## src/rtl/bkadd_seq.sv

```systemverilog
// bkadd_seq: sequences one wide add/subtract through a narrow, shared
// multi-cycle adder, one slice at a time from the least significant slice.
// The carry out of each slice is fed back as the carry in of the next.
// The finished result is held until the consumer takes it.

module bkadd_seq #(
    parameter int SW      = 16,
    parameter int NSLICE  = 4,
    parameter int ADD_LAT = 2
) (
    input  logic                 clk,
    input  logic                 rst,

    input  logic                 req_valid,
    output logic                 req_ready,
    input  logic [SW*NSLICE-1:0] req_a,
    input  logic [SW*NSLICE-1:0] req_b,
    input  logic                 req_cin,
    input  logic                 req_sub,

    output logic [SW-1:0]        add_a,
    output logic [SW-1:0]        add_b,
    output logic                 add_cin,
    input  logic [SW-1:0]        add_s,
    input  logic                 add_cout,

    output logic                 rsp_valid,
    input  logic                 rsp_ready,
    output logic [SW*NSLICE-1:0] rsp_sum,
    output logic                 rsp_cout,
    output logic                 rsp_ovf
);

    localparam int OW = SW * NSLICE;
    localparam int KW = (NSLICE > 1) ? $clog2(NSLICE) : 1;

    // Index of the most significant slice and the last wait cycle of a slice.
    localparam logic [KW-1:0] K_LAST = KW'(NSLICE - 1);
    localparam logic [3:0]    C_LAST = 4'(ADD_LAT - 1);

    typedef enum logic [1:0] {
        IDLE = 2'd0,
        RUN  = 2'd1,
        DONE = 2'd2
    } state_t;

    state_t state_q;
    state_t state_nxt;

    // Operands are kept as arrays of slices so the active slice can be
    // picked out directly by the slice index.
    logic [NSLICE-1:0][SW-1:0] a_q;
    logic [NSLICE-1:0][SW-1:0] b_q;
    logic                      cin0_q;

    logic [NSLICE-1:0][SW-1:0] sum_q;
    logic                      carry_q;

    logic [KW-1:0]             k_q;
    logic [3:0]                cnt_q;

    logic                      accept;
    logic                      slice_done;
    logic                      last_slice;

    // A request is taken only while idle; the adder result is trusted only
    // once the slice inputs have been held for the full adder latency.
    assign accept     = (state_q == IDLE) && req_valid;
    assign slice_done = (state_q == RUN) && (cnt_q == C_LAST);
    assign last_slice = (k_q == K_LAST);

    // State register; reset wins over every other input.
    always_ff @(posedge clk) begin
        if (rst) begin
            state_q <= IDLE;
        end else begin
            state_q <= state_nxt;
        end
    end

    // Next-state decode plus handshake and shared-adder drive.
    always_comb begin
        state_nxt = state_q;
        req_ready = 1'b0;
        rsp_valid = 1'b0;
        add_a     = '0;
        add_b     = '0;
        add_cin   = 1'b0;

        case (state_q)
            IDLE: begin
                req_ready = 1'b1;
                if (req_valid) begin
                    state_nxt = RUN;
                end
            end

            RUN: begin
                add_a   = a_q[k_q];
                add_b   = b_q[k_q];
                add_cin = (k_q == '0) ? cin0_q : carry_q;
                if (slice_done && last_slice) begin
                    state_nxt = DONE;
                end
            end

            DONE: begin
                rsp_valid = 1'b1;
                if (rsp_ready) begin
                    state_nxt = IDLE;
                end
            end

            default: begin
                state_nxt = IDLE;
            end
        endcase
    end

    // Operand capture at accept; subtraction is folded into an add of the
    // inverted B with a forced carry-in of one.
    always_ff @(posedge clk) begin
        if (rst) begin
            a_q    <= '0;
            b_q    <= '0;
            cin0_q <= 1'b0;
        end else if (accept) begin
            a_q    <= req_a;
            b_q    <= req_sub ? ~req_b : req_b;
            cin0_q <= req_sub ? 1'b1 : req_cin;
        end
    end

    // Slice index and per-slice wait counter.
    always_ff @(posedge clk) begin
        if (rst) begin
            k_q   <= '0;
            cnt_q <= '0;
        end else if (accept) begin
            k_q   <= '0;
            cnt_q <= '0;
        end else if (state_q == RUN) begin
            if (slice_done) begin
                k_q   <= last_slice ? '0 : k_q + KW'(1);
                cnt_q <= '0;
            end else begin
                cnt_q <= cnt_q + 4'd1;
            end
        end
    end

    // Result slice and running carry are written when the adder output
    // for the current slice is known to have settled.
    always_ff @(posedge clk) begin
        if (rst) begin
            sum_q   <= '0;
            carry_q <= 1'b0;
        end else if (slice_done) begin
            sum_q[k_q] <= add_s;
            carry_q    <= add_cout;
        end
    end

    // The carry out of the top slice is the final carry; signed overflow
    // means both effective operands agree in sign and the sum does not.
    always_comb begin
        rsp_sum  = sum_q;
        rsp_cout = carry_q;
        rsp_ovf  = (a_q[NSLICE-1][SW-1] == b_q[NSLICE-1][SW-1]) &&
                   (sum_q[NSLICE-1][SW-1] != a_q[NSLICE-1][SW-1]);
    end

    // Flat operand width kept for readers cross-checking port widths.
    logic [OW-1:0] unused_ow_ref;
    assign unused_ow_ref = '0;

endmodule

```

## config.mk

```make
export PLATFORM = sky130hd
export DESIGN_NAME = bkadd_seq
export DESIGN_NICKNAME = d
export VERILOG_FILES = /design/src/rtl/bkadd_seq.sv
export SDC_FILE = /design/constraint.sdc
export NUM_CORES = 1
export LEC_CHECK = 0
export CAP_MARGIN = 20
export CORE_ASPECT_RATIO = 1.5
export CORE_MARGIN = 2
export CORE_UTILIZATION = 39
export DETAILED_ROUTE_END_ITERATION = 10
export PLACE_DENSITY_LB_ADDON = 0.2
export RECOVER_POWER = 50
export SETUP_SLACK_MARGIN = 0.4
export SYNTH_ARGS = -nofsm -noshare
export SYNTH_HDL_FRONTEND = slang
export SYNTH_SLANG_ARGS = --single-unit
```

## constraint.sdc

```tcl
create_clock -name clk -period 2.7 [get_ports clk]
set_input_delay 0.54 -clock clk [delete_from_list [all_inputs] [get_ports clk]]
set_output_delay 0.54 -clock clk [all_outputs]
set_load 0.05 [all_outputs]
```

## Yosys cells after proc, flatten, opt, wreduce, memory -nomap -nowiden

Cells that the tools add are included.

| word-level totals | value |
|---|---|
| input port bits | 151 |
| output and inout bits | 101 |
| register bits after elaboration | 202 |
| memory bits (writable) | 0 |
| bits in latches | 0 |
| word-level logic and storage cells | 62 |
| memories kept | 0 |
| bits in read-only memories | 0 |

| operators by class | value |
|---|---|
| equal/unequal tests | 9 |
| div/mod/pow operators | 0 |
| multiplexer cells | 21 |
| magnitude comparators | 2 |
| multipliers | 0 |
| bitwise logic cells | 1 |
| add/subtract/negate cells | 2 |
| shift-type cells | 0 |
| reductions and logical operators | 10 |

Operators by type and width:

| cell | count |
|---|---|
| $mux 16 | 5 |
| $bmux 16 s2 | 2 |
| $bwmux 64 | 1 |
| $mux 64 | 1 |
| $not 64->64 | 1 |
| $demux 16 s2 | 1 |
| $mux 2 | 4 |
| $pmux 2 s3 | 1 |
| $logic_and 1x1->1 | 5 |
| $mux 1 | 5 |
| $add 4x1->4 const B | 1 |
| $eq 2x2->1 const B | 2 |
| $eq 4x1->1 const B | 1 |
| $logic_not 2->1 | 2 |
| $mux 4 | 1 |
| $ne 2x2->1 const B | 2 |
| $lt 2x3->1 const B | 1 |
| $reduce_and 3->1 | 1 |
| $add 2x1->2 const B | 1 |
| $eq 2x1->1 const B | 1 |
| $ge 2x1->1 const B | 1 |
| $ne 2x1->1 const B | 1 |
| $reduce_and 2->1 | 1 |
| $reduce_or 2->1 | 1 |
| 2 further kinds | 2 |

## Depth between registers and ports, before layout

Gate-level depths: netlist of run 1.

| logic depth | value |
|---|---|
| word-level depth | 5 |
| gate-level depth with buffers | 8 |
| mapped depth without buffers | 5 |

## Worst setup path before layout of run 1

Ideal clock, no wire load.

| timing path | value |
|---|---|
| path kind | register to output |
| start | register k_q[1] |
| end | output add_cin |
| buffers on the path | 2 |
| required time | 2160 ps |
| slack | 174 ps |
| stages on the path, launching flop included | 7 |
| arrival time | 1986 ps |
| cells stage by stage | dfxtp_1 clkbuf_1 clkbuf_1 inv_1 ha_1 mux2i_1 nor2_1 |

| between the ends | value |
|---|---|
| longest elaborated chain between the ends | 3 |

RTL lines:

| item | line | text |
|---|---|---|
| from (decl) | 59 | `logic [KW-1:0] k_q;` |
| from (signal assigned) | 144 | `k_q <= last_slice ? '0 : k_q + KW'(1);` |
| $logic_not 2->1 | 101 | `add_cin = (k_q == '0) ? cin0_q : carry_q;` |
| $mux 1 | 101 |  |
| $mux 1 | 90 | `case (state_q)` |
| to (decl) | 23 | `output logic add_cin,` |

Every way passes these cells.

## Worst setup path in the final report of run 1

| timing path | value |
|---|---|
| start | register k_q[0] |
| end | output add_b[3] |

| between the ends | value |
|---|---|
| longest elaborated chain between the ends | 3 |

RTL lines:

| item | line | text |
|---|---|---|
| $bmux 16 s2 | 100 | `add_b = b_q[k_q];` |
| $mux 16 (not written as such) | 100 |  |
| $mux 16 | 90 |  |
| to (decl) | 22 | `output logic [SW-1:0] add_b,` |

Every way passes these cells. The select of a mux whose other input is x is not followed.

==> results of run 1 <==
## power by group through the flow
| stage | clock network (uW) | logic [uW] | registers (uW) |
|---|---|---|---|
| after CTS | 2840 | 1160 | 3250 |
| after floorplan | 0 | 684 | 3300 |
| final | 2770 | 1130 | 3240 |
| after global placement | 0 | 1110 | 3300 |
| after detailed placement | 0 | 1120 | 3310 |
| after global routing | 2960 | 1240 | 3260 |
## cell usage in the layout (no fill, tap or decap), types with 2 or more instances in the layout
cell,netlist,final
diode_2,0,2
xnor2_1,64,64
dfxtp_1,202,200
buf_12,0,9
inv_1,4,4
ha_1,6,6
nor2b_4,0,12
buf_6,1,15
clkdlybuf4s50_1,0,210
o21ai_0,5,5
dlygate4sd2_1,0,2
buf_4,6,28
a21oi_1,70,70
clkbuf_8,0,4
nor2b_1,33,5
buf_16,0,2
mux2i_1,65,65
clkinv_2,0,2
mux4_2,32,32
clkbuf_1,47,11
nand2_1,132,132
clkbuf_16,0,21
nand2b_1,83,82
nor3_1,3,3
nand3_1,4,4
a211o_1,2,2
a211oi_1,65,65
clkbuf_2,0,3
nor2b_2,0,16
nor2_1,70,69
nand3_2,2,2
## sequential cells by signal, indices dropped and copies added, names as in the netlist
register / flops
a_q: 64
b_q: 64
rsp_sum: 64
cnt_q: 4
k_q: 2
state_q: 2
cin0_q: 1
rsp_cout: 1
## cells by family after synthesis
family                   Yosys count  synth area share
flip-flops                       202             0.453
AND/OR/NAND/NOR                  335             0.181
AO/OA/AOI/OAI                    143            0.0996
buffers and inverters             82            0.0406
XOR/XNOR                          65            0.0638
adder cells (fa/ha/maj)            6           0.00841
multiplexers                      97             0.154
## final cells by class
type	count	area [sq um]	area share
clock inverters	4	47.5	0.00380
clock buffers	30	599	0.0479
diodes	2	5.00	0.000400
flip-flops and latches	202	4050	0.323
repair buffers	279	2820	0.225
multi-input cells	646	4640	0.371
well taps	276	345	0.0276
inverters	4	15.0	0.00120
## tightest hold or removal path: cells and delay by family (launching register included)
kind / cells / cell delay, ps
simple gates: 1 / 50
compound gates: 1 / 50
flops: 1 / 300
## worst max path at each step
stage	depth (start not counted)	slack [ps]	start	end
detailed placement	2	510	state_q[1]$_SDFFE_PP0P_	rsp_valid
global route	4	110	k_q[0]$_SDFFE_PP0P_	add_b[3]
floorplan	6	390	k_q[1]$_SDFFE_PP0P_	add_cin
global placement	5	500	req_valid	cin0_q$_SDFFE_PP0P_
CTS	5	150	k_q[0]$_SDFFE_PP0P_	add_b[11]
finish	4	190	k_q[0]$_SDFFE_PP0P_	add_b[3]
## through the flow
| stage | power, uW | setup WS [ps] | cells | util | hold slack (ps) |
|---|---|---|---|---|---|
| 6_report | 7150 | 188 | 1443 | 0.559 | 451 |
| 5_1_grt | 7460 | 110 | 1442 | 0.559 | 473 |
| 4_1_cts | 7250 | 152 | 1441 | 0.562 | 453 |
| 3_5_place_dp | 4430 | 511 | 1402 | 0.523 | 444 |
| 3_3_place_gp | 4410 | 496 | 1402 | 0.523 | 438 |
| 2_1_floorplan | 3980 | 389 | 930 | - | 433 |
## routing by layer
| metal | up-vias | wire length (um) | global-route usage |
|---|---|---|---|
| li1 | 3602 | - | - |
| met1 | 3332 | 9850 | 0.228 |
| met2 | 201 | 12300 | 0.356 |
| met3 | 43 | 1090 | 0.0291 |
| met4 | 0 | 687 | 0.0638 |
| met5 | - | 0 | 0 |
## what timing repair did
item,in CTS,in global routing
gates cloned,2,0
endpoints found under the setup margin,37,36
setup buffers,3,0
gates resized for setup,36,6
==> reports/results.tsv, run 1 <==
stage	metric	value	unit
yosys	Netlist cell types	32	
final_layout	fillers	2026	
power_and_ir_drop	Seq pwr share	0.454	
floorplanning	Top Ports	252	
global_route	GR Util All Layers	0.194	
clock_network	root buf cell	clkbuf_16	
status	status	complete, no violations	
setup_path	CP delay by family, top	multiplexers	
setup_path	crit-path max cell delay	490	ps
timing	fmax	398	MHz
timing	Final min period	2510	ps
power_and_ir_drop	internal power	5340	uW
floorplanning	core footprint	22400	sq um
job	Max-cap violations	0	
power_and_ir_drop	Switch Pwr	1810	uW
timing	setup TNS	0	ps
power_and_ir_drop	maximum VDD drop	0.000432	V
clock_network	clk_lat worst skew	500	ps
final_layout	layout cell share with drive strength beyond 1	0.132	
final_layout	Layout Area Growth over Synthesis	40.2	%
setup_path	worst r2r dst	rsp_sum[27]$_SDFFE_PP0P_	
yosys	area fraction of the dominant cell type after synthesis	0.453	
timing	normalized max-slew margin	0.0496	
power_and_ir_drop	Comb power frac	0.159	
clock_network	CTS sink cnt	202	
setup_path	Crit path required time	2160	ps
setup_path	Worst R2R Start	k_q[0]$_SDFFE_PP0P_	
worst_hold_path	HP Class	flip-flop to flip-flop	
power_and_ir_drop	switching share of total power	0.253	
setup_path	reg2reg path depth	6	
yosys	main flop type after synthesis	dfxtp_1	
setup_path	Setup CP Type	flip-flop to output pin	
placement	GP Congestion	0.807	
clock_network	H-tree depth	1	
global_route	initial antenna violation count	2	
setup_path	crit path buf inv count	2	
global_route	first-pass GRT wire length	37.5	mm
yosys	top cells by area, synth	dfxtp_1 45%, mux4_2 8.1%, mux2i_1 7.3%	
yosys	syn nets	1087	
setup_path	worst path cell trace	buf_12 > mux4_2 > nor2b_2 > buf_4	
placement	Area after DPL	11700	sq um
setup_path	CP arrival	1970	ps
timing	Tcrit/Tclk final	0.930	
timing	Hold Vio Cnt, Final	0	
clock_network	TritonCTS clock tree	done	
setup_path	Reg2Reg Setup Slack	330	ps
setup_path	CP Max Fanout	12	
route	DR DRC count	0	
route	Via density	4.97	
timing	final setup skew	14.0	ps
floorplanning	Initial Util	0.399	
clock_network	CTS buffer count	20	
yosys	YS warnings	0	
yosys	Synth async-reset ratio	0	
timing	Slew Limit Fails	0	
power_and_ir_drop	Clock Power Share	0.388	
yosys	Syn Inst Count	930	
yosys	Mean Syn Cell Area	9.60	sq um
power_and_ir_drop	Static Leak	0.00473	uW
placement	Post-DP HPWL	16.6	mm
worst_hold_path	startpoint of the worst hold path	a_q[48]$_SDFFE_PP0P_	
floorplanning	number of cell rows	67	
global_route	largest net degree at the start of global routing	111	
yosys	largest area contributor in the netlist	dfxtp_1	
timing	RSZ-0062 raised after global routing	true	
yosys	Post-Synthesis Cell Area	8930	sq um
route	Detail Route Antenna Nets	0	
floorplanning	DIE HEIGHT	189	um
route	per-cell routed wire length	16.6	um
timing	Final setup viols	0	
clock_network	# hold bufs at CTS	0	
setup_path	element type at the critical path end	output pin	
worst_hold_path	Hold Crit Depth	2	
placement	PortBufs	251	
final_layout	NumNets Final	1310	
route	Total Wirelength	23.9	mm
final_layout	Final Cell Area	12500	sq um
yosys	sequential area share after synthesis	0.453	
global_route	GRT Residual Overflow	0	
route	first-pass iteration count of the detailed router	4	
setup_path	Max stage delay cell, worst path	mux4_2	
yosys	most frequent cells after synthesis	202 x dfxtp_1, 132 x nand2_1, 83 x nand2b_1	
clock_network	Worst-path clk slew	60	ps
route	initial drt markers	264	
yosys	most numerous cell in the Yosys netlist	dfxtp_1	
clock_network	CTS Buffer Depth	3	
global_route	vias in the first global route	7141	
floorplanning	Die ar.	24100	sq um
timing	Worst-Margin Slew	1430	ps
yosys	EDFF count, synth	0	
route	Vias	7178	
power_and_ir_drop	P per Cell Area	571	nW/um^2
floorplanning	chip width	128	um
worst_hold_path	Hold Path Sink	a_q[48]$_SDFFE_PP0P_	
yosys	Seq cells post-synth	202	
setup_path	startpoint types	flip-flop	
Power figures use the tool's default switching activity.
==> run 2: changes to the inputs <==
--- a/config.mk
+++ b/config.mk
@@ -10,6 +10,7 @@
 export CORE_MARGIN = 2
 export CORE_UTILIZATION = 39
 export DETAILED_ROUTE_END_ITERATION = 10
+export GPL_ROUTABILITY_DRIVEN = 0
 export PLACE_DENSITY_LB_ADDON = 0.2
 export RECOVER_POWER = 50
 export SETUP_SLACK_MARGIN = 0.4
==> constraint.sdc (replaced) <==
create_clock -name clk -period 3.2 [get_ports clk]
set_input_delay 0.64 -clock clk [delete_from_list [all_inputs] [get_ports clk]]
set_output_delay 0.64 -clock clk [all_outputs]
set_load 0.05 [all_outputs]
==> run 2 against run 1 <==
  * Critical path depth unchanged
  * Core utilization down 0.78 points
  * Clock skew down 6.5 ps
  * Sequential cell count unchanged
  * Die area unchanged
  * Count of clock-buffer cells in the layout down 2
  * Worst setup slack better by 280 ps
  * Cell count down 0.42%
  * Combinational power down 19%
  * Total power down 11%
  * Worst hold slack better by 2.6 ps
  * Highest routed layer is now met5
==> reports/results.tsv, run 2 (synthesized netlist as in run 1, its figures left out) <==
stage	metric	value	unit	change
placement	DP Worst Slack	412	ps	-98.9 ps
clock_network	TritonCTS clock tree	done		
clock_network	Worst-path clk slew	60	ps	about the same
global_route	GR Util All Layers	0.205		+0.0117
route	Detail Route Antenna Nets	0		unchanged
setup_path	CP arrival	2090	ps	+120 ps
timing	Final setup viols	0		unchanged
timing	final setup skew	7.52	ps	-6.52 ps
timing	Worst-Margin Slew	1330	ps	-97.9 ps
floorplanning	number of cell rows	67		unchanged
timing	setup TNS	0	ps	unchanged
timing	RSZ-0062 raised after global routing	false		
placement	Post-DP HPWL	17.9	mm	+7.8%
final_layout	multi-input logic area	4530	sq um	-2.4%
final_layout	Layout Area Growth over Synthesis	38.3	%	
clock_network	CTS buffer count	21		+5.0%
timing	setup ws final	472	ps	+284 ps
power_and_ir_drop	P per Cell Area	516	nW/um^2	-9.6%
route	first-pass iteration count of the detailed router	4		unchanged
global_route	largest net degree at the start of global routing	126		+14%
clock_network	root buf cell	clkbuf_16		
final_layout	NumNets Final	1304		-0.46%
placement	PortBufs	251		unchanged
power_and_ir_drop	Final Total Pwr	6370	uW	-11%
setup_path	startpoint types	flip-flop		
final_layout	Storage cell area	4050	sq um	about the same
route	initial drt markers	264		unchanged
setup_path	CP Max Fanout	4		-8
final_layout	fillers	2002		-1.2%
floorplanning	chip width	128	um	unchanged
setup_path	Max stage delay cell, worst path	mux4_2		
setup_path	element type at the critical path end	output pin		
route	Vias	7109		-0.96%
timing	Hold Vio Cnt, Final	0		unchanged
timing	Tcrit/Tclk final	0.852		
final_layout	commonest non-fill, non-tap cell in the layout	clkdlybuf4s50_1		
setup_path	crit-path max cell delay	470	ps	-20 ps
floorplanning	Initial Util	0.399		unchanged
timing	fmax	367	MHz	
global_route	initial antenna violation count	2		unchanged
clock_network	H-tree depth	1		unchanged
final_layout	layout cell share with drive strength beyond 1	0.100		-0.0322
timing	Slew Limit Fails	0		unchanged
power_and_ir_drop	maximum VDD drop	0.000453	V	+5.0%
global_route	GRT Residual Overflow	0		unchanged
global_route	first-pass GRT wire length	39.2	mm	+4.5%
clock_network	# hold bufs at CTS	0		unchanged
status	status	complete, no violations		
final_layout	commonest cells after routing, fill and taps aside	215 x clkdlybuf4s50_1, 200 x dfxtp_1, 132 x nand2_1		
setup_path	Setup CP Type	flip-flop to output pin		
floorplanning	core footprint	22400	sq um	unchanged
clock_network	CTS sink cnt	202		unchanged
setup_path	worst path cell trace	buf_12 > mux4_2 > nor2b_1 > dlygate4sd2_1		
floorplanning	Top Ports	252		unchanged
route	DR DRC count	0		unchanged
floorplanning	Die ar.	24100	sq um	unchanged
job	Max-cap violations	0		unchanged
power_and_ir_drop	Static Leak	0.00472	uW	-0.32%
worst_hold_path	HP Class	flip-flop to flip-flop		
route	per-cell routed wire length	17.6	um	+6.4%
setup_path	Crit path required time	2560	ps	+400 ps
timing	normalized max-slew margin	0.115		+0.0653
route	Via density	4.95		-0.55%
timing	Final min period	2730	ps	
timing	hold_ws	453	ps	+2.61 ps
global_route	vias in the first global route	7235		+1.3%
clock_network	clk_lat worst skew	490	ps	about the same
floorplanning	DIE HEIGHT	189	um	unchanged
clock_network	CTS Buffer Depth	3		unchanged
route	Total Wirelength	25.3	mm	+6.0%
[run 2: changes by cell type in the layout (fill, tap and decap cells not counted), moves of 2 or more]
cell,previous run,this run
buf_4,28,33
dlygate4sd2_1,2,9
nor2b_4,12,0
nor2b_1,5,33
nor2b_2,16,0
bufinv_16,1,5
buf_16,2,0
clkdlybuf4s50_1,210,215
buf_6,15,2
buf_12,9,4
clkbuf_1,11,5
[run 2: worst max-delay path: cells and delay by family (launching register included)]
kind | cells | cell delay, ps
buffers and inverters | 2 | 560
multiplexers | 1 | 470
flip-flops | 1 | 410
AND/OR/NAND/NOR | 1 | 160
[run 2: timing repair]
| item | 4_1_cts | 5_1_grt |
|---|---|---|
| resized for setup | 19 | 3 |
| buffers inserted | 4 | 0 |
| endpoints found under the setup margin | 32 | 20 |
[run 2: worst paths after layout]
| path | cells after the start | start | end | slack [ps] |
|---|---|---|---|---|
| hold reg to reg | 2 | a_q[47]$_SDFFE_PP0P_ | a_q[47]$_SDFFE_PP0P_ | 450 |
| setup reg to reg | 4 | state_q[0]$_SDFFE_PP0P_ | rsp_sum[8]$_SDFFE_PP0P_ | 640 |
| hold / removal | 2 | a_q[47]$_SDFFE_PP0P_ | a_q[47]$_SDFFE_PP0P_ | 450 |
| setup / recovery | 4 | k_q[0]$_SDFFE_PP0P_ | add_a[1] | 470 |
[run 2: per-stage QoR]
step	util	instances	area, sq um
after floorplan	-	930	8930
after global placement	0.516	1396	11500
after detailed placement	0.516	1396	11500
after CTS	0.553	1436	12400
after global routing	0.552	1437	12300
final	0.552	1437	12300
[run 2: power by group]
group | switching, uW | total, uW | internal, uW | leakage (uW)
clock | 999 | 2720 | 1720 | 0.000380
sequential | 89.2 | 2750 | 2660 | 0.00165
combinational | 462 | 911 | 449 | 0.00268
total | 1550 | 6370 | 4820 | 0.00472
[run 2: routing by layer]
metal | GRT usage | part of all wire | vias to the layer above
met5 | 0 | 0.00051 | -
met4 | 0.0706 | 0.027 | 2
met3 | 0.0528 | 0.065 | 42
met2 | 0.382 | 0.52 | 207
met1 | 0.223 | 0.38 | 3279
li1 | - | - | 3579
[run 2: final cells by class]
| type | instances | area share |
|---|---|---|
| tap | 276 | 0.0280 |
| multi-input combinational | 646 | 0.367 |
| antenna | 1 | 0.000203 |
| sequential | 202 | 0.328 |
| clock buffer | 28 | 0.0487 |
| timing repair buffer | 272 | 0.214 |
| clock inverter | 8 | 0.0134 |
| inverter | 4 | 0.00122 |
==> run 3: changes to the inputs <==
--- a/config.mk
+++ b/config.mk
@@ -14,6 +14,7 @@
 export PLACE_DENSITY_LB_ADDON = 0.2
 export RECOVER_POWER = 50
 export SETUP_SLACK_MARGIN = 0.4
+export SKIP_CTS_REPAIR_TIMING = 1
 export SYNTH_ARGS = -nofsm -noshare
 export SYNTH_HDL_FRONTEND = slang
 export SYNTH_SLANG_ARGS = --single-unit
==> run 3 against run 2 <==
  * Worst hold slack is essentially flat
  * Worst setup slack lost 180 ps
  * Register-to-register slack is essentially flat
  * Critical path depth grew 2
  * Cell count grew 0.42%
  * Total power grew 0.58%
  * Via count grew 0.15%
  * Global-route usage shrank 0.070 points
  * Sequential cell count is the same
  * Sequential power is essentially flat
  * First-iteration DRC count shrank 12%
  * Largest cell class unchanged
  * Largest power group unchanged
  * Highest routed layer unchanged
==> reports/results.tsv, run 3 (synthesized netlist as in run 1, its figures left out) <==
stage	metric	value	unit	change
power_and_ir_drop	Switch Pwr	1570	uW	+1.0%
final_layout	Layout Area Growth over Synthesis	41.1	%	
route	metal1 wirelength	9.79	mm	+0.67%
global_route	initial antenna violation count	2		unchanged
setup_path	CP Max Fanout	6		+2
clock_network	CTS Buffer Depth	3		unchanged
clock_network	H-tree depth	1		unchanged
power_and_ir_drop	maximum VDD drop	0.000452	V	-0.30%
power_and_ir_drop	Final Total Pwr	6410	uW	+0.58%
floorplanning	Initial Util	0.399		unchanged
final_layout	fillers	1963		-1.9%
floorplanning	chip width	128	um	unchanged
setup_path	element type at the critical path end	output pin		
setup_path	crit path buf inv count	4		+2
timing	RSZ-0062 raised after global routing	true		
clock_network	Worst-path clk slew	60	ps	about the same
status	status	complete, no violations		
global_route	GRT Residual Overflow	0		unchanged
worst_hold_path	HP Class	flip-flop to flip-flop		
floorplanning	core footprint	22400	sq um	unchanged
job	Max-cap violations	0		unchanged
power_and_ir_drop	switching share of total power	0.244		+0.00109
timing	setup TNS	0	ps	unchanged
setup_path	Reg2Reg Setup Slack	650	ps	about the same
clock_network	CTS sink cnt	202		unchanged
power_and_ir_drop	P per Cell Area	509	nW/um^2	-1.4%
power_and_ir_drop	Comb power frac	0.147		+0.004
power_and_ir_drop	internal power	4840	uW	+0.43%
clock_network	clk_lat worst skew	490	ps	about the same
final_layout	commonest cells after routing, fill and taps aside	215 x clkdlybuf4s50_1, 201 x dfxtp_1, 132 x nand2_1		
global_route	first-pass GRT wire length	39.1	mm	-0.32%
route	Total Wirelength	25.9	mm	+2.1%
timing	fmax	344	MHz	-6.1%
placement	PortBufs	251		unchanged
floorplanning	number of cell rows	67		unchanged
timing	normalized max-slew margin	0.115		-0.000194
route	per-cell routed wire length	17.9	um	+1.7%
setup_path	CP delay by family, top	buffers and inverters		
setup_path	crit-path max cell delay	480	ps	about the same
global_route	largest net degree at the start of global routing	126		unchanged
placement	DP Worst Slack	412	ps	unchanged
final_layout	Final Cell Area	12600	sq um	+2.0%
power_and_ir_drop	Seq pwr share	0.428		-0.003
setup_path	Max stage delay cell, worst path	mux4_2		
timing	Hold Vio Cnt, Final	0		unchanged
power_and_ir_drop	Clock Power Share	0.424		-0.002
timing	final setup skew	8.61	ps	+1.09 ps
clock_network	CTS buffer count	21		unchanged
global_route	GR Util All Layers	0.205		-0.000699
floorplanning	DIE HEIGHT	189	um	unchanged
final_layout	NumNets Final	1310		+0.46%
route	Vias	7120		+0.15%
setup_path	worst r2r dst	rsp_sum[8]$_SDFFE_PP0P_		
setup_path	Setup CP Type	flip-flop to output pin		
route	Detail Route Antenna Nets	0		unchanged
floorplanning	Top Ports	252		unchanged
route	initial drt markers	233		-12%
worst_hold_path	startpoint of the worst hold path	a_q[47]$_SDFFE_PP0P_		
setup_path	reg2reg path depth	4		unchanged
final_layout	commonest non-fill, non-tap cell in the layout	clkdlybuf4s50_1		
power_and_ir_drop	Static Leak	0.00495	uW	+4.8%
timing	Final min period	2910	ps	+178 ps
setup_path	CP arrival	2270	ps	+180 ps
setup_path	Crit path required time	2560	ps	about the same
timing	Tcrit/Tclk final	0.908		+0.0558
floorplanning	Die ar.	24100	sq um	unchanged
final_layout	layout cell share with drive strength beyond 1	0.110		+0.00978
timing	Final setup viols	0		unchanged
placement	Post-DP HPWL	17.9	mm	unchanged
clock_network	TritonCTS clock tree	done		
final_layout	final core occ	0.563		+0.0111
timing	setup ws final	294	ps	-178 ps
setup_path	Critical Path End	add_a[4]		
setup_path	Worst R2R Start	state_q[0]$_SDFFE_PP0P_		
route	Via density	4.93		-0.26%
route	met2 wire len	13.7	mm	+3.3%
clock_network	root buf cell	clkbuf_16		
setup_path	startpoint types	flip-flop		
timing	Worst-Margin Slew	1330	ps	+0.291 ps
setup_path	critical path depth	6		+2
setup_path	Worst Setup SP	k_q[0]$_SDFFE_PP0P_		
timing	Slew Limit Fails	0		unchanged
route	first-pass iteration count of the detailed router	4		unchanged
global_route	vias in the first global route	7191		-0.61%
route	Met3 Wirelength	1.66	mm	+0.36%
placement	Area after DPL	11500	sq um	unchanged
route	DR DRC count	0		unchanged
setup_path	most frequent CP cell	buf_8		
setup_path	worst path cell trace	buf_8 > buf_8 > clkbuf_16 > mux4_2 > nor2b_1 > buf_4		
route	DR top layer	met5		
worst_hold_path	Hold Crit Depth	2		unchanged
[run 3: cell types whose count changed in the layout (fill, tap and decap cells not counted), sizes merged]
| cell | delta |
|---|---|
| dlymetal6s2s | +11 |
| buf | +5 |
| clkdlybuf4s15 | -1 |
| dlygate4sd2 | -9 |
[run 3: worst min-delay path, delay by kind of cell, from the launching register on]
| family | cells | cell delay, ps |
|---|---|---|
| flops | 1 | 310 |
| simple gates | 1 | 50 |
| compound gates | 1 | 50 |
[run 3: worst min-delay path by stage]
| stage | to |
|---|---|
| detailed placement | a_q[16]$_SDFFE_PP0P_ |
| finish | a_q[47]$_SDFFE_PP0P_ |
| global placement | a_q[58]$_SDFFE_PP0P_ |
| CTS | a_q[16]$_SDFFE_PP0P_ |
| global route | a_q[58]$_SDFFE_PP0P_ |
| floorplan | a_q[32]$_SDFFE_PP0P_ |
[run 3: per-layer routing]
metal,GRT usage,vias up
met1,0.222,3282
met4,0.0672,2
met5,0,-
li1,-,3598
met3,0.0537,39
met2,0.382,199
[run 3: per-stage QoR]
step	std cells	hold slack (ps)
2_1_floorplan	930	433
3_3_place_gp	1396	439
3_5_place_dp	1396	447
4_1_cts	1432	456
5_1_grt	1443	472
6_report	1443	453
[run 3: power by group through the flow]
stage | logic (uW) | clock network (uW) | registers (uW)
floorplan | 564 | 0 | 2780
global placement | 911 | 0 | 2800
detailed placement | 921 | 0 | 2810
CTS | 926 | 2800 | 2750
global route | 1030 | 2900 | 2760
finish | 943 | 2720 | 2750
[run 3: layout make-up]
class	count	area, sq um	area share
antenna	1	2.50	0.000199
clock buffer	28	602	0.0478
clock inverter	8	165	0.0131
inverter	4	15.0	0.00119
multi-input combinational	646	4590	0.365
sequential	202	4050	0.321
tap	276	345	0.0274
timing repair buffer	278	2830	0.224
